File: src/rtl/pipeline_hazard_ctrl.sv
// Hazard controller for the 5-stage pipeline: per-register write scoreboard,
// dependency stall, and the branch hold/flush state machine beside Decode.
//
// state        | meaning
// -------------+----------------------------------------------------------
// IDLE         | normal issue; a branch accept arms the branch hold
// WAIT_RESOLVE | Fetch held until Memory resolves the branch or timeout
// FLUSH        | one-cycle squash of wrong-path Fetch/Decode contents
module pipeline_hazard_ctrl #(
  parameter int NUM_REGS  = 16,
  parameter int IDX_WIDTH = 4,
  parameter int CNT_WIDTH = 2,
  parameter int TIMEOUT   = 8
) (
  input  logic                 I_CLOCK,
  input  logic                 I_LOCK,
  input  logic                 I_IssueValid,
  input  logic                 I_Src1Used,
  input  logic [IDX_WIDTH-1:0] I_Src1Idx,
  input  logic                 I_Src2Used,
  input  logic [IDX_WIDTH-1:0] I_Src2Idx,
  input  logic                 I_DestWrite,
  input  logic [IDX_WIDTH-1:0] I_DestIdx,
  input  logic                 I_IsBranch,
  input  logic                 I_WriteBackEnable,
  input  logic [IDX_WIDTH-1:0] I_WriteBackRegIdx,
  input  logic                 I_BranchResolved,
  input  logic                 I_BranchTaken,
  output logic                 O_IssueAccept,
  output logic                 O_DepStallSignal,
  output logic                 O_BranchStallSignal,
  output logic                 O_Flush,
  output logic [NUM_REGS-1:0]  O_BusyMask,
  output logic                 O_Error
);

  localparam int TMO_W = (TIMEOUT > 1) ? $clog2(TIMEOUT) : 1;
  localparam logic [CNT_WIDTH-1:0] CNT_MAX  = '1;
  localparam logic [CNT_WIDTH-1:0] CNT_ONE  = CNT_WIDTH'(1);
  localparam logic [TMO_W-1:0]     TMO_LAST = TMO_W'(TIMEOUT - 1);
  localparam logic [TMO_W-1:0]     TMO_ONE  = TMO_W'(1);

  typedef enum logic [1:0] {
    IDLE         = 2'd0,
    WAIT_RESOLVE = 2'd1,
    FLUSH        = 2'd2
  } state_t;

  state_t                 state;
  logic [TMO_W-1:0]       tmo_cnt;
  logic [CNT_WIDTH-1:0]   count [NUM_REGS];
  logic [NUM_REGS-1:0]    busy;
  logic [NUM_REGS-1:0]    inc;
  logic [NUM_REGS-1:0]    dec;
  logic                   dep;
  logic                   accept;
  logic                   branch_stall;
  logic                   flush;
  logic                   error;
  logic                   wb_orphan;
  logic                   resolve_stray;
  logic                   timeout_hit;

  always_comb begin
    busy = '0;
    for (int r = 0; r < NUM_REGS; r++) begin
      busy[r] = (count[r] != '0);
    end
  end

  // Hazards read the registered counters only: no writeback bypass.
  always_comb begin
    dep = I_IssueValid &
          ((I_Src1Used  & busy[I_Src1Idx]) |
           (I_Src2Used  & busy[I_Src2Idx]) |
           (I_DestWrite & (count[I_DestIdx] == CNT_MAX)));
    accept = I_IssueValid & ~dep & (state == IDLE);
  end

  always_comb begin
    inc = '0;
    dec = '0;
    for (int r = 0; r < NUM_REGS; r++) begin
      inc[r] = accept & I_DestWrite & (I_DestIdx == IDX_WIDTH'(r));
      dec[r] = I_WriteBackEnable & (I_WriteBackRegIdx == IDX_WIDTH'(r)) &
               (count[r] != '0);
    end
  end

  always_comb begin
    wb_orphan     = I_WriteBackEnable & (count[I_WriteBackRegIdx] == '0);
    resolve_stray = I_BranchResolved & (state != WAIT_RESOLVE);
    timeout_hit   = (state == WAIT_RESOLVE) & ~I_BranchResolved &
                    (tmo_cnt == TMO_LAST);
  end

  // Simultaneous retire and re-issue to the same register cancel out.
  always_ff @(posedge I_CLOCK) begin
    if (!I_LOCK) begin
      for (int r = 0; r < NUM_REGS; r++) begin
        count[r] <= '0;
      end
    end else begin
      for (int r = 0; r < NUM_REGS; r++) begin
        if (inc[r] && !dec[r]) begin
          count[r] <= count[r] + CNT_ONE;
        end else if (dec[r] && !inc[r]) begin
          count[r] <= count[r] - CNT_ONE;
        end
      end
    end
  end

  always_ff @(posedge I_CLOCK) begin
    if (!I_LOCK) begin
      state        <= IDLE;
      tmo_cnt      <= '0;
      branch_stall <= 1'b0;
      flush        <= 1'b0;
      error        <= 1'b0;
    end else begin
      flush <= 1'b0;
      case (state)
        IDLE: begin
          if (accept && I_IsBranch) begin
            state        <= WAIT_RESOLVE;
            tmo_cnt      <= '0;
            branch_stall <= 1'b1;
          end
        end
        WAIT_RESOLVE: begin
          if (I_BranchResolved && I_BranchTaken) begin
            state        <= FLUSH;
            flush        <= 1'b1;
            branch_stall <= 1'b1;
          end else if (I_BranchResolved) begin
            state        <= IDLE;
            branch_stall <= 1'b0;
          end else if (tmo_cnt == TMO_LAST) begin
            state        <= IDLE;
            branch_stall <= 1'b0;
          end else begin
            tmo_cnt <= tmo_cnt + TMO_ONE;
          end
        end
        FLUSH: begin
          state        <= IDLE;
          branch_stall <= 1'b0;
        end
        default: begin
          state        <= IDLE;
          branch_stall <= 1'b0;
        end
      endcase
      if (wb_orphan || resolve_stray || timeout_hit) begin
        error <= 1'b1;
      end
    end
  end

  assign O_IssueAccept       = accept;
  assign O_DepStallSignal    = dep;
  assign O_BranchStallSignal = branch_stall;
  assign O_Flush             = flush;
  assign O_BusyMask          = busy;
  assign O_Error             = error;

endmodule

File: config.mk
export PLATFORM = sky130hd
export DESIGN_NAME = pipeline_hazard_ctrl
export DESIGN_NICKNAME = d
export VERILOG_FILES = /design/src/rtl/pipeline_hazard_ctrl.sv
export SDC_FILE = /design/constraint.sdc
export NUM_CORES = 1
export LEC_CHECK = 0
export ABC_CLOCK_PERIOD_IN_PS = 7900
export CORE_MARGIN = 2
export CORE_UTILIZATION = 59
export DETAILED_ROUTE_END_ITERATION = 8
export PLACE_DENSITY = 0.85
export SLEW_MARGIN = 20
export SYNTH_ARGS = -nofsm -noshare
export SYNTH_HDL_FRONTEND = slang
export SYNTH_SLANG_ARGS = --single-unit
File: constraint.sdc
create_clock -name I_CLOCK -period 7.9 [get_ports I_CLOCK]
set_clock_uncertainty 0.05 [all_clocks]
set_input_delay 1.185 -clock I_CLOCK [delete_from_list [all_inputs] [get_ports I_CLOCK]]
set_output_delay 1.185 -clock I_CLOCK [all_outputs]
set_load 0.05 [all_outputs]
==> metrics.md, run 1 <==
| Metric | Value |
|---|---|
| Status | `complete, no violations` |
| DRC Markers | `0` |
| Top cell type's share of synthesized area | `0.268` |
| Area occupied by multi-input gates | `2260 µm²` |
| # resized after CTS | `0` |
| First-pass GRT wire length | `about 15 mm` |
| Register area share after synthesis | `0.313` |
| CTS Buf Count | `5` |
| Dpl cells | `between 400 and 500` |
| Die height | `82.0 µm` |
| Diode count | `0` |
| Min Tclk post-route | `approximately 5900 ps` |
| Synth Net Count | `approximately 410` |
| DR WL/cell | `between 20 and 25 µm` |
| DIE AREA | `approximately 6700 µm²` |
| GRT Residual Overflow | `0` |
| Largest net degree at the start of global routing | `33` |
| Setup Viol. Count Final | `0` |
| Final hold slack | `between 400 and 500 ps` |
| Synth area leaders | `edfxtp_1 (27%), mux4_2 (8.2%), dfxtp_1 (4.5%), nor2_1 (4.3%), nand3_1 (4.0%)` |
| Final WL | `between 9 and 10 mm` |
| Skew-Pair Late Insertion Delay | `310 ps` |
| Slew headroom | `0.298` |
| Gate Count Post-Synth | `380` |
| Number of fillers in the final layout | `roughly 460` |
| Initial antenna violation count | `0` |
| Register bit total from synthesis | `40` |
| Post-CTS setup buffers | `0` |
| CTS tree | `done` |
| DR vias | `roughly 3300` |
| Die W | `82.0 µm` |
| # rows | `28` |
| Root Driver | `clkbuf_8` |
| Vias in the first global route | `3092` |
| Nets@finish | `~440` |
| Hold Vio Cnt, Final | `0` |
| Initial core utilization | `0.609` |
| I/O pin count | `47` |
| Worst reg-to-reg path cell count | `8` |
| Type of the worst min-delay path | `flop to flop` |
| First drt pass iteration count | `5` |
| Tot GR Track Use | `0.303` |
| Crit path max fanout | `17` |
| Syn_area_per_cell | `between 9 and 10 µm²` |
| Post-route clock period utilization | `0.741` |
| CTS clock-pin slew for the worst setup and hold paths | `~80 ps` |
| Netlist cell types | `~70` |
| Slew @ Worst Pin | `1050 ps` |
| WP data required | `about 6700 ps` |
| Cell Area, Synth | `about 3600 µm²` |
| Max_cap viols | `0` |
| Ys Warns | `0` |
| Core area | `just under 6000 µm²` |
| Static Leakage | `~1.4 nW` |
| Endpoint class of the critical path | `output port` |
| CP arrival | `around 4600 ps` |
| RSZ-0062 raised after global routing | `no` |
| Cts hold-fix bufs | `0` |
| Util after Layout | `0.701` |
| ANT nets after route | `0` |
| Fin Setup TNS | `0 ps` |
| Startpoint types | `input port` |
| Placer Congestion | `between 1 and 1.5` |
| Fin area | `around 4100 µm²` |
| Post-DP HPWL | `roughly 7.3 mm` |
| WHS Path Cells | `1` |
| Final Slew Violations | `0` |
| Pre-CTS setup slack | `2060 ps` |
| Pwr Density | `~150 nW/µm²` |
| Post-synth top area cell | `edfxtp_1` |
| Finished Layout Cells | `roughly 500` |
| Pwr Total | `approximately 0.61 mW` |
| Asr flop ratio synth | `0` |
| H-tree levels | `2` |
| Max Root-Sink Buffers | `2` |
| Final worst setup slack | `between 2000 and 2500 ps` |
| Worst vdd ir | `0.0862 mV` |
| Post-synth EDFFs | `32` |
| Port buffer count | `between 40 and 50` |
| Sequential cell area | `approximately 1100 µm²` |
| Vias/cell | `a little under 7` |
| Max Clk Rate | `roughly 170 MHz` |
| CTS Sinks | `40` |
| Iteration-0 DRC Markers | `roughly 380` |
| Layout area overhead | `15.0%` |
| Post-synth top flop | `edfxtp_1` |
| Share of cells above drive strength 1 | `0.167` |
| Setup CP Type | `input port to output port` |
| Post-DP Area | `between 4000 and 5000 µm²` |
## cell usage in the layout (no fill, tap or decap), drive strengths merged, types with 6 or more instances in the layout
cell / Yosys / layout
clkdlybuf4s50: 0 / 46
nor2: 41 / 41
edfxtp: 32 / 32
nand3: 29 / 29
nand2: 29 / 29
inv: 17 / 17
nand4: 17 / 17
mux4: 15 / 15
a21oi: 11 / 11
or2: 11 / 11
xnor2: 10 / 10
and2: 10 / 10
a211oi: 10 / 10
nor2b: 9 / 9
nor3: 9 / 9
a31o: 9 / 9
o21ai: 9 / 9
dfxtp: 8 / 8
nor3b: 7 / 7
or3: 7 / 7
clkbuf: 14 / 6
## per-layer routing
metal,wire length [µm],track usage,vias up
met5,0,0,-
met4,240,0.127,0
met3,979,0.0604,31
met2,4820,0.484,205
met1,3850,0.399,1573
li1,-,-,1509
## cell families (layout without fill, tap and decap cells)
group                      Yosys count  count (layout)  synth area share
and+or+nand+nor                    187             187             0.285
AOI/OAI and AO/OA                   71              71             0.172
DFF                                 40              40             0.313
buffers and inverters               39              73            0.0572
muxes                               25              25             0.126
xor gates and xnor gates            15              15            0.0366
adders and majority gates            3               3            0.0105
## registers in the layout, summed over array words and instances (netlist names)
name,count
count,32
tmo_cnt,3
state,2
O_BranchStallSignal,1
O_Error,1
O_Flush,1
## final cells by class
class | count | share of cell area
clock buffer | 6 | 0.0227
clock inverter | 2 | 0.00425
inverter | 17 | 0.0155
multi-input combinational | 301 | 0.548
sequential | 40 | 0.272
tap | 75 | 0.0227
timing repair buffer | 48 | 0.115
## Yosys cell counts (3+ instances only)
cell type,count
a211oi_2,8
a21oi_1,11
a31o_2,8
and2_1,9
and3_1,5
buf_2,5
buf_6,3
clkbuf_1,11
clkbuf_8,3
dfxtp_1,8
edfxtp_1,32
ha_1,3
inv_1,15
mux2_2,5
mux2i_1,5
mux4_2,13
nand2_1,29
nand2b_1,5
nand3_1,29
nand3b_1,4
nand4_1,13
nand4_2,4
nor2_1,41
nor2b_1,9
nor3_1,8
nor3b_1,7
o2111a_1,3
o211ai_1,3
o21ai_0,7
or2_2,6
or3_1,6
xnor2_1,10
xor2_1,5
## power breakdown
| part | total, mW | switching, mW | internal, mW |
|---|---|---|---|
| clock network | 0.167 | 0.0841 | 0.0825 |
| logic | 0.185 | 0.112 | 0.0735 |
| registers | 0.255 | 0.0147 | 0.240 |
## path summary, 6_finish.rpt
path / startpoint / to / slack (ps)
setup / recovery: I_DestIdx[1] / O_IssueAccept / 2050
hold / removal: tmo_cnt[2] / tmo_cnt[2] / 460
setup reg to reg: count[7][0] / tmo_cnt[1] / 4310
hold reg to reg: tmo_cnt[2] / tmo_cnt[2] / 460
## worst max-delay path: stages
cell and delay [ps]:
clkdlybuf4s50_1 970, mux4_2 610, a22oi_1 200, and3_1 200
nor2_1 130, or3_4 390, nor2_1 120, clkdlybuf4s50_1 820
No activity file was read; power rests on OpenSTA's default activity.
==> inputs of run 2 (changes only) <==
--- a/config.mk
+++ b/config.mk
@@ -5,11 +5,11 @@
 export SDC_FILE = /design/constraint.sdc
 export NUM_CORES = 1
 export LEC_CHECK = 0
-export ABC_CLOCK_PERIOD_IN_PS = 7900
+export ABC_CLOCK_PERIOD_IN_PS = 5000
 export CORE_MARGIN = 2
-export CORE_UTILIZATION = 59
+export CORE_UTILIZATION = 51
 export DETAILED_ROUTE_END_ITERATION = 8
-export PLACE_DENSITY = 0.85
+export PLACE_DENSITY = 0.78
 export SLEW_MARGIN = 20
 export SYNTH_ARGS = -nofsm -noshare
 export SYNTH_HDL_FRONTEND = slang
==> constraint.sdc (replaced) <==
create_clock -name I_CLOCK -period 5 [get_ports I_CLOCK]
set_clock_uncertainty 0.05 [all_clocks]
set_input_delay 0.75 -clock I_CLOCK [delete_from_list [all_inputs] [get_ports I_CLOCK]]
set_output_delay 0.75 -clock I_CLOCK [all_outputs]
set_load 0.05 [all_outputs]
==> metrics.md, run 2 (same netlist as run 1, synthesis figures left out) <==
| Metric | Value |
|---|---|
| Max Used Layer | `met4` |
| CTS Sinks | `40` |
| Min Tclk post-route | `4380 ps` |
| Sequential cell area | `1120 µm²` |
| DRC Markers | `0` |
| Endpoint class of the critical path | `output port` |
| Max Root-Sink Buffers | `2` |
| Iteration-0 DRC Markers | `319` |
| Diode count | `0` |
| RSZ-0062 raised after global routing | `no` |
| # resized after CTS | `0` |
| Vias/cell | `approximately 6.5` |
| CTS tree | `done` |
| CTS clock-pin slew for the worst setup and hold paths | `80 ps` |
| DR vias | `between 3000 and 4000` |
| GRT Residual Overflow | `0` |
| Cell family with most CP delay | `buffers and inverters` |
| Max Clk Rate | `228 MHz` |
| Most common cell after layout, fill and taps aside | `clkdlybuf4s50_1` |
| Largest register FFs | `32` |
| Post-CTS setup buffers | `0` |
| Core area | `6790 µm²` |
| H-tree levels | `2` |
| CP max stage delay | `roughly 950 ps` |
| Startpoint types | `input port` |
| Worst vdd ir | `0.110 mV` |
| I/O pin count | `47` |
| First drt pass iteration count | `5` |
| Final Slew Violations | `0` |
| Die W | `87.9 µm` |
| Slew headroom | `0.492` |
| Cts hold-fix bufs | `0` |
| Skew-Pair Late Insertion Delay | `about 300 ps` |
| CP arrival | `about 3600 ps` |
| DR WL/cell | `roughly 19 µm` |
| Met3 WL post-DR | `951 µm` |
| WP data required | `between 4000 and 5000 ps` |
| Type of the worst min-delay path | `flop to flop` |
| WL met2 | `4.45 mm` |
| Worst-path cell chain | `clkdlybuf4s50_1, mux4_2, a22oi_1, and3_1, nor2_1, or3_4, nor2_1, buf_12` |
| Initial antenna violation count | `0` |
| Share of cells above drive strength 1 | `0.173` |
| Placer Congestion | `approximately 0.95` |
| Top flop regs | `count (32), tmo_cnt (3), state (2)` |
| Post-route clock period utilization | `0.877` |
| Critical path's slowest cell | `clkdlybuf4s50_1` |
| DIE AREA | `7720 µm²` |
| Status | `complete, no violations` |
| Slew @ Worst Pin | `760 ps` |
| # rows | `30` |
| Register with the most flip-flops | `count` |
| Critical Path Most Common Cell | `nor2_1` |
| Util after Layout | `0.613` |
| Final WL | `9.83 mm` |
| Area occupied by multi-input gates | `~2300 µm²` |
| Initial core utilization | `0.528` |
| Static Leakage | `approximately 1.4 nW` |
| Buf/Inv on CP | `2` |
| Crit path max fanout | `17` |
| Most frequent cells in the layout | `clkdlybuf4s50_1 (44), nor2_1 (41), edfxtp_1 (32)` |
| WL met1 | `just over 4 mm` |
| Pwr Density | `227 nW/µm²` |
| Die height | `approximately 88 µm` |
| Nets@finish | `approximately 440` |
| Root Driver | `clkbuf_8` |
| Hold Vio Cnt, Final | `0` |
| Max_cap viols | `0` |
| Tot GR Track Use | `0.267` |
| First-pass GRT wire length | `15.8 mm` |
| Port buffer count | `46` |
| CTS Buf Count | `5` |
| Final hold slack | `around 400 ps` |
| Number of fillers in the final layout | `about 600` |
| Largest net degree at the start of global routing | `31` |
| Layout area overhead | `16.2%` |
| Fin Setup TNS | `0 ps` |
| Post-DP HPWL | `7.52 mm` |
| Setup Viol. Count Final | `0` |
| ANT nets after route | `0` |
| Setup CP Type | `input port to output port` |
| Vias in the first global route | `3093` |
run 2: changes by cell type in the layout (fill, tap and decap cells not counted), sizes merged:
cell,previous run,this run
clkdlybuf4s50,46,44
buf,2,6
clkbuf,6,7
clkinv,2,1
run 2: routing by layer:
layer,up-vias,track usage
met5,-,0
li1,1519,-
met1,1572,0.364
met2,207,0.419
met3,30,0.0528
met4,0,0.108
run 2: worst paths after layout:
check,startpoint,slack (ps),to,depth (start not counted)
worst max-delay path,I_DestIdx[1],620,O_IssueAccept,8
worst min-delay path,O_BranchStallSignal,410,O_BranchStallSignal,2
worst max register to register,count[12][0],1800,count[4][0],8
worst min register to register,O_BranchStallSignal,410,O_BranchStallSignal,2
run 2: stage by stage:
stage	power [mW]	cell area, µm²	instances	worst slack, ps
global route	0.990	4170	512	403
detailed placement	0.701	4060	504	629
global placement	0.696	4060	504	650
finish	0.946	4170	512	616
CTS	0.948	4170	512	617
floorplan	0.610	3590	380	1070
run 2: cell type report:
type,count,area share
clock inverter,1,0.00120
sequential,40,0.269
multi-input combinational,301,0.543
tap,96,0.0288
timing repair buffer,50,0.120
inverter,17,0.0153
clock buffer,7,0.0234
run 2: where the power goes:
group	internal, mW	total (mW)	switching (mW)
clock network	0.128	0.249	0.121
logic	0.120	0.293	0.174
registers	0.380	0.404	0.0238
run 2: worst reg2reg max path, delay by kind of cell (launching register included):
| kind | cells | cell delay (ps) |
|---|---|---|
| buffers and inverters | 1 | 320 |
| flip-flops | 1 | 470 |
| AO/OA/AOI/OAI | 1 | 270 |
| AND/OR/NAND/NOR | 5 | 1270 |
| multiplexers | 1 | 550 |
==> inputs of run 3 (changes only) <==
--- a/config.mk
+++ b/config.mk
@@ -9,6 +9,7 @@
 export CORE_MARGIN = 2
 export CORE_UTILIZATION = 51
 export DETAILED_ROUTE_END_ITERATION = 8
+export HOLD_SLACK_MARGIN = 0.1
 export PLACE_DENSITY = 0.78
 export SLEW_MARGIN = 20
 export SYNTH_ARGS = -nofsm -noshare
==> results of run 3 <==
Same layout as run 2: the final DEF is identical, and so are final timing and power.
